## config.mk

```make
export PLATFORM = sky130hd
export DESIGN_NAME = filter_compare_sequencer
export DESIGN_NICKNAME = d
export VERILOG_FILES = /design/src/rtl/filter_compare_sequencer.sv
export SDC_FILE = /design/constraint.sdc
export NUM_CORES = 1
export LEC_CHECK = 0
export ABC_AREA = 0
export CORE_MARGIN = 4
export CORE_UTILIZATION = 24
export CTS_BUF_LIST = sky130_fd_sc_hd__clkbuf_8
export CTS_CLUSTER_SIZE = 12
export DETAILED_ROUTE_END_ITERATION = 6
export SETUP_SLACK_MARGIN = 0.4
export SLEW_MARGIN = 20
export SYNTH_ARGS = -nofsm -noshare
export SYNTH_HDL_FRONTEND = slang
export SYNTH_SLANG_ARGS = --single-unit
export TNS_END_PERCENT = 20
```

## constraint.sdc

```tcl
create_clock -name clk -period 3.09 [get_ports clk]
set_clock_uncertainty 0.05 [all_clocks]
set_input_delay 0.4635 -clock clk [delete_from_list [all_inputs] [get_ports clk]]
set_output_delay 0.4635 -clock clk [all_outputs]
set_load 0.005 [all_outputs]
```

## src/rtl/filter_compare_sequencer.sv

```systemverilog
// Sequences each sample through the filter then compare engine with a per-stage watchdog.
// Latency: start pulses and results one cycle after the triggering edge; no new sample is taken while busy or in ERROR.
module filter_compare_sequencer #(
  parameter int TIMEOUT = 16,
  parameter int TMR_W   = 8,
  parameter int CNT_W   = 16
) (
  input  logic             clk,
  input  logic             reset,
  input  logic             data_ready,
  output logic             data_ack,
  output logic             filter_start,
  input  logic             filter_done,
  output logic             compare_start,
  input  logic             compare_done,
  input  logic             compare_match,
  output logic             busy,
  output logic             result_valid,
  output logic             result_match,
  output logic [CNT_W-1:0] match_count,
  output logic             err_timeout,
  output logic             err_stage,
  input  logic             clear_err
);

  typedef enum logic [1:0] {
    IDLE      = 2'd0,
    FILT_WAIT = 2'd1,
    CMP_WAIT  = 2'd2,
    ERROR     = 2'd3
  } state_t;

  localparam logic [TMR_W-1:0] TMR_LAST = TMR_W'(TIMEOUT - 1);
  localparam logic [CNT_W-1:0] CNT_MAX  = '1;

  state_t           state, state_nxt;
  logic [TMR_W-1:0] timer, timer_nxt;
  logic             data_ack_nxt;
  logic             filter_start_nxt;
  logic             compare_start_nxt;
  logic             result_valid_nxt;
  logic             result_match_nxt;
  logic [CNT_W-1:0] match_count_nxt;
  logic             err_stage_nxt;

  always_ff @(posedge clk) begin
    if (reset) begin
      state         <= IDLE;
      timer         <= '0;
      data_ack      <= 1'b0;
      filter_start  <= 1'b0;
      compare_start <= 1'b0;
      busy          <= 1'b0;
      result_valid  <= 1'b0;
      result_match  <= 1'b0;
      match_count   <= '0;
      err_timeout   <= 1'b0;
      err_stage     <= 1'b0;
    end else begin
      state         <= state_nxt;
      timer         <= timer_nxt;
      data_ack      <= data_ack_nxt;
      filter_start  <= filter_start_nxt;
      compare_start <= compare_start_nxt;
      busy          <= (state_nxt != IDLE);
      result_valid  <= result_valid_nxt;
      result_match  <= result_match_nxt;
      match_count   <= match_count_nxt;
      err_timeout   <= (state_nxt == ERROR);
      err_stage     <= err_stage_nxt;
    end
  end

  // A done seen on the timeout edge takes priority over the watchdog.
  always_comb begin
    state_nxt         = state;
    timer_nxt         = timer;
    data_ack_nxt      = 1'b0;
    filter_start_nxt  = 1'b0;
    compare_start_nxt = 1'b0;
    result_valid_nxt  = 1'b0;
    result_match_nxt  = result_match;
    match_count_nxt   = match_count;
    err_stage_nxt     = err_stage;
    case (state)
      IDLE: begin
        if (data_ready) begin
          state_nxt        = FILT_WAIT;
          data_ack_nxt     = 1'b1;
          filter_start_nxt = 1'b1;
          timer_nxt        = '0;
        end
      end
      FILT_WAIT: begin
        if (filter_done) begin
          state_nxt         = CMP_WAIT;
          compare_start_nxt = 1'b1;
          timer_nxt         = '0;
        end else if (timer == TMR_LAST) begin
          state_nxt     = ERROR;
          err_stage_nxt = 1'b0;
        end else begin
          timer_nxt = timer + 1'b1;
        end
      end
      CMP_WAIT: begin
        if (compare_done) begin
          state_nxt        = IDLE;
          result_valid_nxt = 1'b1;
          result_match_nxt = compare_match;
          if (compare_match && (match_count != CNT_MAX)) begin
            match_count_nxt = match_count + 1'b1;
          end
        end else if (timer == TMR_LAST) begin
          state_nxt     = ERROR;
          err_stage_nxt = 1'b1;
        end else begin
          timer_nxt = timer + 1'b1;
        end
      end
      ERROR: begin
        if (clear_err) begin
          state_nxt = IDLE;
        end
      end
      default: state_nxt = IDLE;
    endcase
  end

endmodule
```

==> flow_summary.ini <==
[run_status]
status = complete, no violations

[worst_setup_path]
endpoint_kind = flop
critical_path.slowest_cell = nor4_1
critPathArrivalTime_ps = 2580
worstRegToRegCells = 6
critPathKind = flop to flop
start_kind = flop
reg2reg_from = state[0]$_SDFF_PP0_
critPathMaxFanout = 11
cp_cell_sequence = inv_1 > ha_1 > and3_1 > nand4_1 > nor4_1 > mux2_2
critPathMaxStageDelay_ps = 380
worstPathRequired_ps = 3220
startpoint = state[0]$_SDFF_PP0_
rrSetupSlack_ps = 640
timing.rr.end = match_count[15]$_SDFFE_PP0P_
critPathCapture = match_count[15]$_SDFFE_PP0P_

[layout]
regArea_sq_um = 661
antennaDiodeCount = 0
multi_input_area_sq_um = 1030
layout_commonest_cell = dfxtp_1
layout_common_cells = dfxtp_1 (33), clkdlybuf4s50_1 (30), nor2_1 (20)
areaGrowthSynthToFinish_pct = 29.1
fin_cells = 338
fill_cells = 728
drive_above_1_share_pct = 9.09
fin_nets = 255

[clock_tree]
clkLatencyLatePin_ps = 290
root_buffer = clkbuf_8
cts_max_level = 2
cts_tree = built
hold_buffers = 0
path_clk_slew_ps = 70
cts_buffer_depth = 2
cts_setup_buffers = 0
clock_sinks = 33
ctsResizeCount = 0
numCtsBuffers = 5

[die]
fp-row-count = 30
dieArea_sq_um = 8750
die_h_um = 93.5
coreArea_sq_um = 6940
die_x_um = 93.5
io_pins = 31
start_util_pct = 25.3

[synth]
synthTopCellsByArea = dfxtp_1 (38%), ha_1 (5.0%), mux2_2 (4.5%)
synth_top_cell_by_area = dfxtp_1
syn_area_sq_um = 1760
synth_cell_types = 50
synth_top_area_share_pct = 37.6
synth_enable_flop_cells = 0
synth-seq-cells = 33
yosys_warnings = 0
syn-instance-count = 209
synth_top_flop_cell = dfxtp_1
synth_nets = 223
seq_area_frac_synth_pct = 37.6
avgSynthCellArea_sq_um = 8.40
synthArstFlopShare_pct = 0

[grt]
antenna_found_initial = 0
grtUsageTotal_pct = 10.7
grt_pass1_vias = 1556
grt_overflow_total = 0
grt_pass1_wl_mm = 7.53
grt_max_degree = 19

[routing]
viasPerCell = 4.88
ant_nets = 0
vias = 1650
drt_iter0_markers = 105
remaining_drc_errors = 0
dr.pass1.iters = 4
drt-total-wl_mm = 4.36
post_drt_wl_per_cell_um = 12.9

[timing]
worst_slew_pin_slew_ps = 699
rsz0062_at_grt = false
post-route-min-period_ps = 2450
timing.hold.ws_ps = 450
fmax_mhz = 408
slew_headroom_pct = 53.0
setup_tns_ps = 0
setup_viol_count_final = 0
hold_viol = 0
fin_crit_sh_pct = 79.4
slew_viol_final = 0

[power_and_ir_drop]
finalPower_mw = 0.870
ir_drop_v = 0.000128
p_leak_nw = 0.758
power_density_nw_per_um2 = 384

[job]
cap_violations = 0

[placed_design]
hpwl_mm = 3.19
io_buffer_count = 30
gp_congestion = 0.785
placed_cells = 330

[worst_hold_path]
hold_class = flop to flop
-- worst max-delay path, delay by kind of cell (launching register included) --
kind	cells	cell delay (ps)
adders and majority gates	1	370
DFF	1	350
and+or+nand+nor	3	1080
buffers and inverters	1	120
muxes	1	370
-- layer usage --
layer / vias to the layer above / wire [um] / global-route usage (%)
met5: - / 0 / 0
met4: 0 / 84 / 4.76
met3: 5 / 165 / 2.49
met2: 31 / 1980 / 15.9
met1: 770 / 2130 / 14.5
li1: 844 / - / -
-- where the power goes --
part	leakage, nW	switching, mW	internal [mW]
logic	0.437	0.0383	0.0325
registers	0.267	0.00325	0.430
clock network	0.0542	0.165	0.201
total	0.758	0.207	0.664
-- cell usage after synthesis, drive strengths merged (4+ instances only) --
library cell and n:
nor2b 10, mux2 7, nor4 6, nor2 20, inv 6, o21ai 7
a21oi 14, and3 5, buf 4, nand2 16, a211oi 7, nor3 8
or4 4, nand3 10, ha 7, dfxtp 33, clkbuf 5, nand4 8
-- final cells by class --
cell class | instances | area share (%)
clock buffers | 7 | 4.25
clock inverters | 1 | 0.221
inverters | 6 | 0.994
multi-input cells | 161 | 45.5
flip-flops and latches | 33 | 29.2
well taps | 96 | 5.30
repair buffers | 34 | 14.6
-- sequential cells by signal, summed over array words and instances, names as in the netlist --
register       flops
match_count       16
busy               1
compare_start      1
err_timeout        1
timer              8
err_stage          1
state              2
result_match       1
filter_start       1
result_valid       1
-- stage by stage --
stage | utilization, % | instance area, sq um | worst slack (ps)
6_report | 32.6 | 2270 | 638
5_1_grt | 32.6 | 2270 | 460
4_1_cts | 32.6 | 2270 | 662
3_5_place_dp | 31.2 | 2160 | 568
3_3_place_gp | 31.2 | 2160 | 629
2_1_floorplan | - | 1760 | 1220
-- cells by family (layout without fill, tap and decap cells) --
group,after synthesis,in the layout,synth area share [%]
buffers and inverters,15,48,3.63
adder cells (fa/ha/maj),7,7,4.99
multiplexers,9,9,5.63
flip-flops,33,33,37.6
AND/OR/NAND/NOR,96,96,29.3
AO/OA/AOI/OAI,49,49,18.8
-- worst min-delay path by stage --
| stage | startpoint | endpoint | slack [ps] | cells after the start |
|---|---|---|---|---|
| 2_1_floorplan | timer[1]$_SDFFE_PP0P_ | timer[1]$_SDFFE_PP0P_ | 410 | 2 |
| 3_3_place_gp | timer[1]$_SDFFE_PP0P_ | timer[1]$_SDFFE_PP0P_ | 430 | 2 |
| 3_5_place_dp | result_match$_SDFFE_PP0P_ | result_match$_SDFFE_PP0P_ | 450 | 2 |
| 4_1_cts | timer[1]$_SDFFE_PP0P_ | timer[1]$_SDFFE_PP0P_ | 460 | 2 |
| 5_1_grt | match_count[1]$_SDFFE_PP0P_ | match_count[1]$_SDFFE_PP0P_ | 480 | 2 |
| 6_report | result_match$_SDFFE_PP0P_ | result_match$_SDFFE_PP0P_ | 450 | 2 |
Note: power is estimated with default switching activity, not from simulation.
